`config.mk`:
```
export PLATFORM = sky130hd
export DESIGN_NAME = ex_wb_buffer
export DESIGN_NICKNAME = d
export VERILOG_FILES = /design/src/rtl/ex_wb_buffer.sv
export SDC_FILE = /design/constraint.sdc
export NUM_CORES = 1
export LEC_CHECK = 0
export ABC_AREA = 1
export CAP_MARGIN = 0
export CORE_ASPECT_RATIO = 0.5
export CORE_UTILIZATION = 45
export DETAILED_ROUTE_END_ITERATION = 8
export PLACE_DENSITY = 0.74
export SETUP_SLACK_MARGIN = 0.02
export SLEW_MARGIN = 20
export SYNTH_ARGS = -nofsm -noshare
export SYNTH_HDL_FRONTEND = slang
export SYNTH_SLANG_ARGS = --single-unit
```
`constraint.sdc`:
```
create_clock -name clk -period 2.5 [get_ports clk]
set_input_delay 0.5 -clock clk [delete_from_list [all_inputs] [get_ports clk]]
set_output_delay 0.5 -clock clk [all_outputs]
set_load 0.01 [all_outputs]
```
`src/rtl/ex_wb_buffer.sv`:
```
// EX->WB pipeline buffer: 2-entry skid buffer (head + skid) carrying ALU result, rd, reg_we and result flags.
// Latency: 1 cycle from acceptance to out_* when empty; entries leave strictly in acceptance order.
// Backpressure: in_ready is registered (low only when both entries are held), so out_ready never reaches in_ready combinationally.
module ex_wb_buffer #(
    parameter int DATA_W  = 32,
    parameter int RADDR_W = 5
) (
    input  logic               clk,
    input  logic               rst_n,
    input  logic               in_valid,
    output logic               in_ready,
    input  logic [DATA_W-1:0]  in_result,
    input  logic [RADDR_W-1:0] in_rd,
    input  logic               in_reg_we,
    input  logic               flush,
    output logic               out_valid,
    input  logic               out_ready,
    output logic [DATA_W-1:0]  out_result,
    output logic [RADDR_W-1:0] out_rd,
    output logic               out_reg_we,
    output logic               out_zero,
    output logic               out_neg
);

    typedef struct packed {
        logic [DATA_W-1:0]  result;
        logic [RADDR_W-1:0] rd;
        logic               reg_we;
    } entry_t;

    localparam logic [1:0] ST_EMPTY = 2'd0;
    localparam logic [1:0] ST_ONE   = 2'd1;
    localparam logic [1:0] ST_FULL  = 2'd2;

    logic [1:0] state;
    logic [1:0] state_nxt;
    entry_t     head;
    entry_t     skid;
    entry_t     in_entry;
    logic       in_xfer;
    logic       out_xfer;
    logic       load_head_in;
    logic       load_head_skid;
    logic       load_skid;

    // Writes to register 0 are dropped at capture so the writeback stage never sees them.
    assign in_entry = {in_result, in_rd, in_reg_we & (in_rd != '0)};

    assign in_xfer  = in_valid & in_ready;
    assign out_xfer = out_valid & out_ready;

    // Next-state and register-load selection; flush overrides every transfer.
    always_comb begin
        state_nxt      = state;
        load_head_in   = 1'b0;
        load_head_skid = 1'b0;
        load_skid      = 1'b0;
        case (state)
            ST_EMPTY: begin
                if (in_xfer) begin
                    state_nxt    = ST_ONE;
                    load_head_in = 1'b1;
                end
            end
            ST_ONE: begin
                if (in_xfer && out_xfer) begin
                    load_head_in = 1'b1;
                end else if (out_xfer) begin
                    state_nxt = ST_EMPTY;
                end else if (in_xfer) begin
                    state_nxt = ST_FULL;
                    load_skid = 1'b1;
                end
            end
            ST_FULL: begin
                if (out_xfer) begin
                    state_nxt      = ST_ONE;
                    load_head_skid = 1'b1;
                end
            end
            default: begin
                state_nxt = ST_EMPTY;
            end
        endcase
        if (flush) begin
            state_nxt      = ST_EMPTY;
            load_head_in   = 1'b0;
            load_head_skid = 1'b0;
            load_skid      = 1'b0;
        end
    end

    // Occupancy state and registered in_ready (high unless the next state holds two entries).
    always_ff @(posedge clk or negedge rst_n) begin
        if (!rst_n) begin
            state    <= ST_EMPTY;
            in_ready <= 1'b1;
        end else begin
            state    <= state_nxt;
            in_ready <= (state_nxt != ST_FULL);
        end
    end

    // Entry storage: head is what writeback sees, skid absorbs the one extra entry.
    always_ff @(posedge clk or negedge rst_n) begin
        if (!rst_n) begin
            head <= '0;
            skid <= '0;
        end else begin
            if (load_head_in) begin
                head <= in_entry;
            end else if (load_head_skid) begin
                head <= skid;
            end
            if (load_skid) begin
                skid <= in_entry;
            end
        end
    end

    assign out_valid  = (state == ST_ONE) || (state == ST_FULL);
    assign out_result = head.result;
    assign out_rd     = head.rd;
    assign out_reg_we = head.reg_we & out_valid;
    assign out_zero   = (head.result == '0);
    assign out_neg    = head.result[DATA_W-1];

endmodule

```
# Word-level counts from Yosys, hierarchy flattened
# Cells that the tools add are included.
[classes]
addsub = 0
mul = 0
n_div = 0
n_lt_le_gt_ge = 0
n_eq_ne = 3
shift = 0
n_mux = 20
n_bitwise = 4
reduce_logical = 6
[op_table]
columns = ["cell", "count"]
rows = [
  ["$mux W38", 2],
  ["$logic_not A32 Y1", 1],
  ["$mux W2", 6],
  ["$mux W1", 10],
  ["$pmux W2 S3", 1],
  ["$reduce_bool A5 Y1", 1],
  ["$and A1 B1 Y1", 4],
  ["$eq A2 B1 Y1 const B", 1],
  ["$eq A2 B2 Y1 const B", 1],
  ["$logic_not A2 Y1", 1],
  ["$ne A2 B2 Y1 const B", 1],
  ["$pmux W1 S2", 1],
  ["$reduce_bool A2 Y1", 1],
  ["$logic_and A1 B1 Y1", 1],
  ["$logic_or A1 B1 Y1", 1],
]
[totals]
register_bits = 79
latch_bits = 0
ramBits = 0
rom_bits = 0
elab_cells = 41
n_memories = 0

# Longest topological paths before layout
# Gate-level depths: netlist of run 1.
[depth]
word_depth = 8
mapped_depth = 11
mapped_depth_nobuf = 10

# Worst setup path after synthesis of run 1
# No wires, ideal clock.
[synth_path]
path_kind = "reg-to-reg"
startpoint = "register state[0]"
endpoint = "register skid[4] in the netlist's numbering"
setup_ps = 131
arrival_ps = 1565
t_required_ps = 2369
path_slack_ps = 805
stages_incl_launch_ff = 11
path_buffers = 2
cell_sequence = "dfrtp_1 > inv_1 > ha_1 > nand2_2 > nand3_2 > inv_1 > nand3_2 > buf_4 > buf_6 > nand2_1 > o21ai_0"
[synth_via]
elab_chain_cells = 7
word_cells_on_any_way = 9
classes_between = "eq/ne: 2; mux: 4; bitwise: 1; reduce/logical: 2"
[synth_rtl]
columns = ["element", "line_no", "rtl"]
rows = [
  ["start: declaration", "35", "logic [1:0] state;"],
  ["start signal: assignment", "99", "state <= state_nxt;"],
  ["$eq A2 B1 Y1 / $eq A2 B2 Y1 (equally long branches)", "121", "assign out_valid = (state == ST_ONE) || (state == ST_FULL);"],
  ["$logic_or A1 B1 Y1 (*)", "121", ""],
  ["net out_valid", "16", "output logic out_valid,"],
  ["$and A1 B1 Y1 (*)", "50", "assign out_xfer = out_valid & out_ready;"],
  ["$mux W1 / $logic_and A1 B1 Y1 (equally long branches)", "68, 66", ""],
  ["$mux W1 (*)", "66", "if (in_xfer && out_xfer) begin"],
  ["$mux W1 (*)", "58", "case (state)"],
  ["$mux W1 (*)", "85", "if (flush) begin"],
  ["end signal: assignment", "116", "skid <= in_entry;"],
  ["end: declaration", "38", "entry_t skid;"],
]
# Mark *: on every way through the listed nets, which the timed path passes. The rest lies on a longest branch.
# A chain may end at the register's enable or synchronous reset.

# Worst setup path in the final report of run 1
[layout_path]
startpoint = "register state[0]"
endpoint = "output port out_reg_we"
[layout_via]
elab_chain_cells = 3
word_cells_on_any_way = 4
classes_between = "eq/ne: 2; bitwise: 1; reduce/logical: 1"
[layout_rtl]
columns = ["element", "line_no", "rtl"]
rows = [
  ["$eq A2 B1 Y1 / $eq A2 B2 Y1 (equally long branches)", "121", ""],
  ["$logic_or A1 B1 Y1 (*)", "121", ""],
  ["$and A1 B1 Y1 (*)", "124", "assign out_reg_we = head.reg_we & out_valid;"],
  ["end: declaration", "20", "output logic out_reg_we,"],
]
# Mark *: on every way between the ends. The rest lies on a longest branch, timed or not.

==> results.py, run 1 <==
metrics = {
    "run_status": {
        "status": "complete, no violations",
    },
    "finish": {
        "fin_nets": 568,
        "seq_area_mm2": 0.001978,
        "drive_gt1_share_pct": 8.745,
        "multi_input_area_mm2": 0.001444,
        "finish.utilization_pct": 57.52,
        "fin_area_mm2": 0.005044,
        "diodes": 0,
        "fillers": 816,
        "synthToLayoutAreaGrowth_pct": 23.12,
    },
    "floorplanning": {
        "rows": 24,
        "die_w_um": 136.9,
        "die_y_um": 69.47,
        "dieArea_mm2": 0.009512,
        "core_area_mm2": 0.008768,
        "initial_core_util_pct": 46.72,
        "io_pins": 85,
    },
    "sta": {
        "report.final.slew_viol_count": 0,
        "max_freq_mhz": 431.1,
        "setup_viol": 0,
        "slew_headroom_pct": 62.91,
        "hold_viol": 0,
        "setup-tns-final_ps": 0,
        "period_minus_slack_ps": 2320,
        "finClkSkew_ps": 4.051,
        "rsz0062_at_grt": "no",
        "timing.final.crit_share_pct": 92.78,
        "worstMarginPinSlew_ps": 556.3,
    },
    "clock_tree": {
        "cts_tree": "done",
        "cts_max_path_buffers": 2,
        "cts_made_buffers": 9,
        "clkLatencyLatePin_ps": 340,
        "path_clk_slew_ps": 60,
        "cts_max_level": 3,
        "cts_hold_buf": 0,
        "cts_root_buf": "clkbuf_16",
        "cts_sinks": 79,
    },
    "pwr": {
        "power_mw": 4.894,
        "p_leak_nw": 2.422,
        "pwr_density_cell_mw_per_mm2": 970.3,
        "ir_drop_uv": 422.6,
    },
    "worst_setup_path": {
        "worstSetupPathType": "flip-flop to output pin",
        "worst_setup_path_start_kind": "flip-flop",
        "endpoint_kind": "output pin",
        "critPathSlowestCell": "clkdlybuf4s50_1",
        "slowest_delay_ps": 520,
        "crit_buf_inv": 3,
        "cp_top_family": "buffers and inverters",
        "critical_path_arrival_ps": 1820,
        "cpMostUsedCell": "inv_1",
        "crit_chain": "inv_1, ha_1, nand2_1, inv_1, clkdlybuf4s50_1",
        "required_ps": 2000,
        "cp_max_fo": 4,
    },
    "detailed_routing": {
        "drtIter0Drc": 232,
        "drc_errors": 0,
        "wl_um": 9482,
        "vias": 3296,
        "wl_per_cell_um": 14.75,
        "dr.pass1.iters": 6,
        "ant_nets": 0,
        "via_per_inst": 5.126,
    },
    "synthesis": {
        "synth_compound_area_share_pct": 5.589,
        "synth_top_family_by_area": "simple AND/OR/NAND/NOR gates",
        "synth.distinct_cells": 22,
        "avgSynthCellArea_um2": 8.464,
        "synth-seq-cells": 79,
        "synth-simple-area-share_pct": 28.19,
        "synthAdderAreaFrac_pct": 1.222,
        "synth_cells": 484,
        "yosys_warnings": 0,
        "synthXorXnorAreaFrac_pct": 0,
        "synthMuxAreaShare_pct": 0,
        "synth_nets": 531,
        "netlist_area_mm2": 0.004096,
        "ys_seq_area_share_pct": 48.29,
    },
    "global_route": {
        "grt_overflow_total": 0,
        "grt_pass1_vias": 3159,
        "grt_max_degree": 45,
        "grt_usage_pct": 21.78,
        "grt_pass1_wl_um": 15740,
        "antenna_found_initial": 0,
    },
    "placed_design": {
        "place_area_mm2": 0.004716,
        "hpwl_um": 6343,
        "io_buffers": 84,
        "gp_congestion": 0.8709,
    },
    "min_path": {
        "hp-class": "input pin to async pin",
    },
    "job": {
        "maxCapViolations": 0,
    },
}
-- power by group --
group / switching, mW / total, mW / internal, mW
logic: 0.672 / 1.38 / 0.704
registers: 0.312 / 2.08 / 1.76
clock network: 0.514 / 1.44 / 0.928
-- cell usage in the layout (no fill, tap or decap) --
cell type / n
nor2_4: 1
buf_12: 4
clkbuf_1: 2
inv_1: 44
o21ai_0: 28
and2_1: 1
nand2_1: 57
ha_1: 4
dfstp_2: 1
o21ai_2: 9
nand3_1: 152
dlymetal6s2s_1: 1
clkinv_2: 1
nand3_2: 3
inv_2: 3
dfrtp_1: 78
clkdlybuf4s50_1: 82
bufinv_16: 2
nand4_1: 6
nand2_2: 3
nor2_1: 23
buf_4: 8
o21ai_1: 1
clkbuf_8: 2
clkbuf_16: 9
a21oi_1: 1
-- cell type report --
cell class | instances | share of cell area, %
clock buffer | 13 | 5.160
timing repair buffer | 95 | 19.30
tap | 117 | 2.902
multi-input combinational | 289 | 28.63
clock inverter | 3 | 1.290
sequential | 79 | 39.22
inverter | 47 | 3.498
-- per-stage QoR --
stage | setup WS (ps) | hold slack, ps | instances
6_report | 180.4 | 142.0 | 643
5_1_grt | 88.22 | 185.6 | 643
4_1_cts | 79.27 | 157.3 | 643
3_5_place_dp | 298.4 | 468.4 | 627
3_3_place_gp | 410.0 | 466.6 | 627
2_1_floorplan | 804.6 | 204.4 | 484
-- synthesized netlist by cell type --
cell type	n	area [µm²]
clkbuf_1	4	15.01
buf_2	10	50.05
nand2_1	57	214.0
buf_1	2	7.510
dfrtp_1	78	1952
ha_1	4	50.05
nand3_1	153	765.7
nand3_2	2	20.02
buf_4	43	322.8
nor2_1	23	86.33
o21ai_1	1	5.000
dfstp_2	1	26.28
o21ai_2	9	78.83
nand2_2	3	18.77
buf_6	10	112.6
inv_2	3	11.26
and2_1	1	6.260
nand4_1	6	37.54
inv_1	44	165.2
o21ai_0	28	140.1
a21oi_1	1	5.000
nor2_2	1	6.260
-- kinds of logic after synthesis --
family	count (synthesis)
simple gates	246
buf+inv	116
flops	79
compound gates	39
fa+ha+maj	4
-- state kept, by name (all words and copies together), names as in the netlist --
register / flops
skid: 38
in_ready: 1
out_rd: 5
out_result: 32
state: 2
head: 1
-- path summary, 6_finish.rpt --
| check | endpoint | depth (start not counted) | slack, ps | start |
|---|---|---|---|---|
| worst max-delay path | out_reg_we | 5 | 180 | state[0] |
| worst min-delay path | skid[31] | 1 | 140 | rst_n |
| worst max register to register | skid[21] | 9 | 400 | state[0] |
| worst min register to register | skid[27] | 2 | 480 | skid[27] |
| max in group asynchronous | in_ready | 2 | 1680 | rst_n |
| min in group clk | skid[27] | 2 | 480 | skid[27] |
-- what timing repair did --
action | in CTS | in global routing
buffers inserted | 0 | 0
resized for setup | 0 | 1
setup endpoints to repair | 0 | 1
-- metal layers --
metal / vias up / wire length (µm) / global-route usage [%]
met5: - / 0 / 0
met4: 0 / 99 / 5.861
met3: 9 / 647 / 8.406
met2: 88 / 4369 / 32.21
met1: 1570 / 4365 / 29.73
li1: 1629 / - / -
Note: power is estimated with default switching activity, not from simulation.
==> run 2: changes to the inputs <==
--- a/config.mk
+++ b/config.mk
@@ -8,9 +8,9 @@
 export ABC_AREA = 1
 export CAP_MARGIN = 0
 export CORE_ASPECT_RATIO = 0.5
-export CORE_UTILIZATION = 45
+export CORE_UTILIZATION = 55
 export DETAILED_ROUTE_END_ITERATION = 8
-export PLACE_DENSITY = 0.74
+export PLACE_DENSITY = 0.87
 export SETUP_SLACK_MARGIN = 0.02
 export SLEW_MARGIN = 20
 export SYNTH_ARGS = -nofsm -noshare
==> run 2 against run 1 <==
- via count increased by 2.4%
- maximum frequency fell by 2.7%
- non-clock buffer count fell by 3
- clock power is 4% higher
- highest routed layer unchanged
==> results.py, run 2 (synthesis results as in run 1) <==
metrics = {
    "finish": {
        "largest_register": "skid",
        "final_common_cell": "nand3_1",
        "fin_nets": 565,
        "diodes": 0,
        "drive_gt1_share_pct": 8.413,
        "largest_reg_flops": 38,
        "layout.cells.most_common_list": "nand3_1 (153), clkdlybuf4s50_1 (83), dfrtp_1 (78), nand2_1 (57), inv_1 (44)",
        "synthToLayoutAreaGrowth_pct": 21.23,
        "finish.utilization_pct": 71.59,
    },
    "worst_setup_path": {
        "r2r-end": "out_result[4]",
        "critPathSlowestCell": "clkdlybuf4s50_1",
        "cp_top_family": "simple AND/OR/NAND/NOR gates",
        "cpMostUsedCell": "nor2_1",
        "ff2ff_setup_slack_ps": 420,
        "required_ps": 2000,
        "r2r.worst_path.cells": 10,
        "startpoint": "out_result[7]",
        "critical_path_arrival_ps": 1880,
        "cp_max_fo": 3,
        "crit_chain": "nor2_1, nand4_1, nor2_1, and2_1, clkdlybuf4s50_1",
        "slowest_delay_ps": 540,
        "crit_buf_inv": 1,
        "worst_setup_path_start_kind": "flip-flop",
        "r2r_start": "state[0]",
        "worstSetupPathType": "flip-flop to output pin",
        "endpoint_kind": "output pin",
    },
    "pwr": {
        "p_leak_nw": 2.382,
        "p_int_mw": 3.451,
        "p_switching_mw": 1.502,
        "power.share.switching_pct": 30.32,
        "p_comb_share_pct": 27.5,
        "pwr-share-clk_pct": 30.4,
        "seq_power_share_pct": 42.1,
        "ir_drop_uv": 438.6,
        "pwr_density_cell_mw_per_mm2": 997.5,
    },
    "clock_tree": {
        "cts_sinks": 79,
        "cts_max_level": 3,
        "cts_setup_buffers": 0,
        "clkLatencyLatePin_ps": 340,
        "cts_hold_buf": 0,
        "cts_tree": "done",
        "cts_made_buffers": 9,
        "cts_root_buf": "clkbuf_16",
        "postCtsResizedCells": 0,
        "cts_max_path_buffers": 2,
        "path_clk_slew_ps": 60,
    },
    "placed_design": {
        "io_buffers": 84,
        "hpwl_um": 5926,
        "gp_congestion": 0.8487,
        "post-place-ws_ps": 360.2,
    },
    "floorplanning": {
        "io_pins": 85,
        "initial_core_util_pct": 59.05,
        "core_area_mm2": 0.006937,
        "rows": 21,
        "die_w_um": 124.1,
        "dieArea_mm2": 0.007818,
        "die_y_um": 63.03,
    },
    "sta": {
        "setup_viol": 0,
        "period_minus_slack_ps": 2383,
        "timing.final.crit_share_pct": 95.34,
        "setup-tns-final_ps": 0,
        "report.final.slew_viol_count": 0,
        "hold_slack_ps": 150.8,
        "worstMarginPinSlew_ps": 713.6,
        "slew_headroom_pct": 52.36,
        "rsz0062_at_grt": "no",
        "hold_viol": 0,
        "max_freq_mhz": 419.6,
        "finClkSkew_ps": 6.808,
        "setup_ws_ps": 116.6,
    },
    "detailed_routing": {
        "wl_um": 9416,
        "via_per_inst": 5.486,
        "drc_errors": 0,
        "vias": 3374,
        "wl_per_cell_um": 15.31,
        "drtIter0Drc": 336,
        "ant_nets": 0,
        "dr.pass1.iters": 5,
    },
    "global_route": {
        "grt_max_degree": 59,
        "grt_overflow_total": 0,
        "grt_usage_pct": 26.37,
        "antenna_found_initial": 0,
        "grt_pass1_wl_um": 15570,
        "grt_pass1_vias": 3173,
    },
    "min_path": {
        "hp-class": "input pin to async pin",
    },
    "run_status": {
        "status": "complete, no violations",
    },
    "job": {
        "maxCapViolations": 0,
    },
}
run 2: stage by stage:
step,cells,area [µm²],total power [mW]
final,615,4966,4.954
after global routing,615,4966,5.254
after CTS,615,4966,4.972
after detailed placement,599,4619,3.450
after global placement,599,4619,3.378
after floorplan,484,4096,3.024
run 2: power groups by stage:
stage          Combinational, mW  Sequential (mW)  Clock, mW
4_1_cts                     1.38             2.08       1.52
3_5_place_dp                1.36             2.09          0
2_1_floorplan               1.02             2.01          0
3_3_place_gp                1.31             2.07          0
6_report                    1.36             2.09       1.50
5_1_grt                     1.52             2.14       1.59
run 2: final cells by class:
class / count / area (µm²)
Fill cell: 538 / 1971
Tap cell: 92 / 115.1
Clock buffer: 10 / 239.0
Sequential cell: 79 / 1978
Timing Repair Buffer: 92 / 910.9
Multi-Input combinational cell: 289 / 1439
Clock inverter: 6 / 107.6
Inverter: 47 / 176.4
run 2: metal layers:
metal	global-route usage (%)	vias up	routed length [µm]
li1	-	1629	-
met1	34.15	1623	4074
met2	42.68	111	4607
met3	8.212	11	621
met4	7.143	0	113
met5	0	-	0
run 2: worst max-delay path by stage:
stage | to | slack (ps) | cells past startpoint
2_1_floorplan | skid[4] | 800 | 10
3_3_place_gp | head[0] | 450 | 9
3_5_place_dp | out_result[5] | 360 | 9
4_1_cts | out_zero | 120 | 5
5_1_grt | out_zero | 50 | 5
6_report | out_zero | 120 | 5
==> run 3: changes to the inputs <==
--- a/config.mk
+++ b/config.mk
@@ -8,6 +8,7 @@
 export ABC_AREA = 1
 export CAP_MARGIN = 0
 export CORE_ASPECT_RATIO = 0.5
+export CORE_MARGIN = 4
 export CORE_UTILIZATION = 55
 export DETAILED_ROUTE_END_ITERATION = 8
 export PLACE_DENSITY = 0.87
==> run 3 against run 2 <==
- count of clock-buffer cells in the layout increased by 3
- via count decreased by 1.6%
- critical endpoint is now out_reg_we
- global-route usage decreased by 4.4 points
- cell area increased by 0.18%
- core utilization decreased by 0.14 points
- total power decreased by 1.9%
- die area increased by 15%
- sequential share of layout area decreased by 0.070 points
- critical path type unchanged
- setup slack got worse by 1.1 ps
- routed wire length decreased by 1.8%
- register-to-register slack improved by 180 ps
- largest cell class unchanged
==> results.py, run 3 (synthesis results as in run 1) <==
metrics = {
    "run_status": {
        "status": "complete, no violations",
    },
    "worst_setup_path": {
        "critical_path_arrival_ps": 1880,
        "required_ps": 2000,
        "slowest_delay_ps": 530,
        "ff2ff_setup_slack_ps": 600,
        "critPathSlowestCell": "clkdlybuf4s50_1",
        "crit_buf_inv": 3,
        "cpMostUsedCell": "inv_1",
        "worstSetupPathType": "flip-flop to output pin",
        "crit_chain": "inv_1, ha_1, nand2_1, inv_1, clkdlybuf4s50_1",
        "r2r-end": "skid[20]",
        "worst_setup_path_start_kind": "flip-flop",
        "endpoint_kind": "output pin",
        "cp_max_fo": 4,
        "crit_cells": 5,
        "r2r.worst_path.cells": 9,
        "cp_top_family": "buffers and inverters",
        "r2r_start": "state[0]",
    },
    "finish": {
        "fin_area_mm2": 0.004975,
        "final_common_cell": "nand3_1",
        "layout.cells.most_common_list": "nand3_1 (153), clkdlybuf4s50_1 (83), dfrtp_1 (78), nand2_1 (57), inv_1 (44)",
        "finish.utilization_pct": 71.45,
        "synthToLayoutAreaGrowth_pct": 21.44,
        "largest_reg_flops": 38,
        "fin_nets": 569,
        "fillers": 538,
        "largest_register": "skid",
        "diodes": 0,
        "drive_gt1_share_pct": 8.729,
    },
    "floorplanning": {
        "dieArea_mm2": 0.008977,
        "io_pins": 85,
        "die_y_um": 69.03,
        "initial_core_util_pct": 58.83,
        "rows": 21,
        "die_w_um": 130.1,
        "core_area_mm2": 0.006963,
    },
    "sta": {
        "setup_viol": 0,
        "slew_headroom_pct": 53.11,
        "max_freq_mhz": 419.4,
        "worstMarginPinSlew_ps": 702.4,
        "finClkSkew_ps": 3.404,
        "rsz0062_at_grt": "no",
        "report.final.slew_viol_count": 0,
        "period_minus_slack_ps": 2385,
        "hold_viol": 0,
        "setup-tns-final_ps": 0,
        "timing.final.crit_share_pct": 95.38,
    },
    "clock_tree": {
        "clkLatencyLatePin_ps": 340,
        "postCtsResizedCells": 0,
        "cts_tree": "done",
        "cts_made_buffers": 9,
        "cts_setup_buffers": 0,
        "cts_root_buf": "clkbuf_16",
        "cts_sinks": 79,
        "cts_max_path_buffers": 2,
        "path_clk_slew_ps": 50,
        "cts_hold_buf": 0,
        "cts_max_level": 3,
    },
    "pwr": {
        "seq_power_share_pct": 42.7,
        "p_comb_share_pct": 28.3,
        "power.share.switching_pct": 30.22,
        "pwr_density_cell_mw_per_mm2": 976.6,
        "p_int_mw": 3.390,
        "p_leak_nw": 2.393,
        "p_switching_mw": 1.468,
        "ir_drop_uv": 520.2,
        "pwr-share-clk_pct": 29.0,
    },
    "detailed_routing": {
        "wl_um": 9243,
        "vias": 3319,
        "drtIter0Drc": 312,
        "ant_nets": 0,
        "wl_per_cell_um": 14.93,
        "drc_errors": 0,
        "via_per_inst": 5.362,
        "dr.pass1.iters": 5,
    },
    "global_route": {
        "antenna_found_initial": 0,
        "grt_pass1_wl_um": 15640,
        "grt_max_degree": 55,
        "grt_pass1_vias": 3302,
        "grt_overflow_total": 0,
        "grt_usage_pct": 21.93,
    },
    "placed_design": {
        "place_area_mm2": 0.004649,
        "hpwl_um": 6258,
        "gp_congestion": 0.8396,
        "io_buffers": 84,
    },
    "min_path": {
        "hp-class": "input pin to async pin",
    },
    "job": {
        "maxCapViolations": 0,
    },
}
==> run 3: worst reg2reg max path: cells and delay by family (launching register included) <==
family / cells / cell delay (ps)
AOI/OAI and AO/OA: 1 / 90
adders and majority gates: 1 / 370
buffers and inverters: 3 / 470
DFF: 1 / 400
and+or+nand+nor: 4 / 420
==> run 3: how the worst max path moves through the flow <==
stage | from | to
floorplan | state[0] | skid[4]
global placement | flush | out_result[20]
detailed placement | flush | out_result[10]
CTS | out_result[0] | out_zero
global route | out_result[7] | out_zero
finish | state[0] | out_reg_we
==> run 3: layer usage <==
layer	global-route usage [%]	wire [µm]	vias up
met3	5.633	715	15
met4	7.719	150	0
met2	35.75	4482	118
li1	-	-	1635
met5	0	0	-
met1	28.33	3894	1551
==> run 3: cell type report <==
| class | instances | area [µm²] | share of cell area (%) |
|---|---|---|---|
| tap | 92 | 115.1 | 2.314 |
| multi-input combinational | 289 | 1439 | 28.92 |
| clock buffer | 13 | 260.3 | 5.231 |
| timing repair buffer | 96 | 940.9 | 18.91 |
| clock inverter | 3 | 65.06 | 1.308 |
| inverter | 47 | 176.4 | 3.546 |
| sequential | 79 | 1978 | 39.76 |
==> run 3: metrics by stage <==
step / std cells / hold WS, ps / total power, mW / setup slack, ps
2_1_floorplan: 484 / 204.4 / 3.024 / 804.6
3_3_place_gp: 603 / 464.0 / 3.399 / 473.8
3_5_place_dp: 603 / 470.1 / 3.468 / 407.5
4_1_cts: 619 / 153.1 / 4.896 / 98.41
5_1_grt: 619 / 177.4 / 5.157 / 25.99
6_report: 619 / 130.1 / 4.859 / 115.4
==> run 3: power groups by stage <==
stage | combinational, mW | clock [mW] | sequential [mW]
detailed placement | 1.38 | 0 | 2.09
global placement | 1.33 | 0 | 2.07
finish | 1.38 | 1.41 | 2.07
floorplan | 1.02 | 0 | 2.01
CTS | 1.40 | 1.43 | 2.07
global route | 1.54 | 1.49 | 2.13
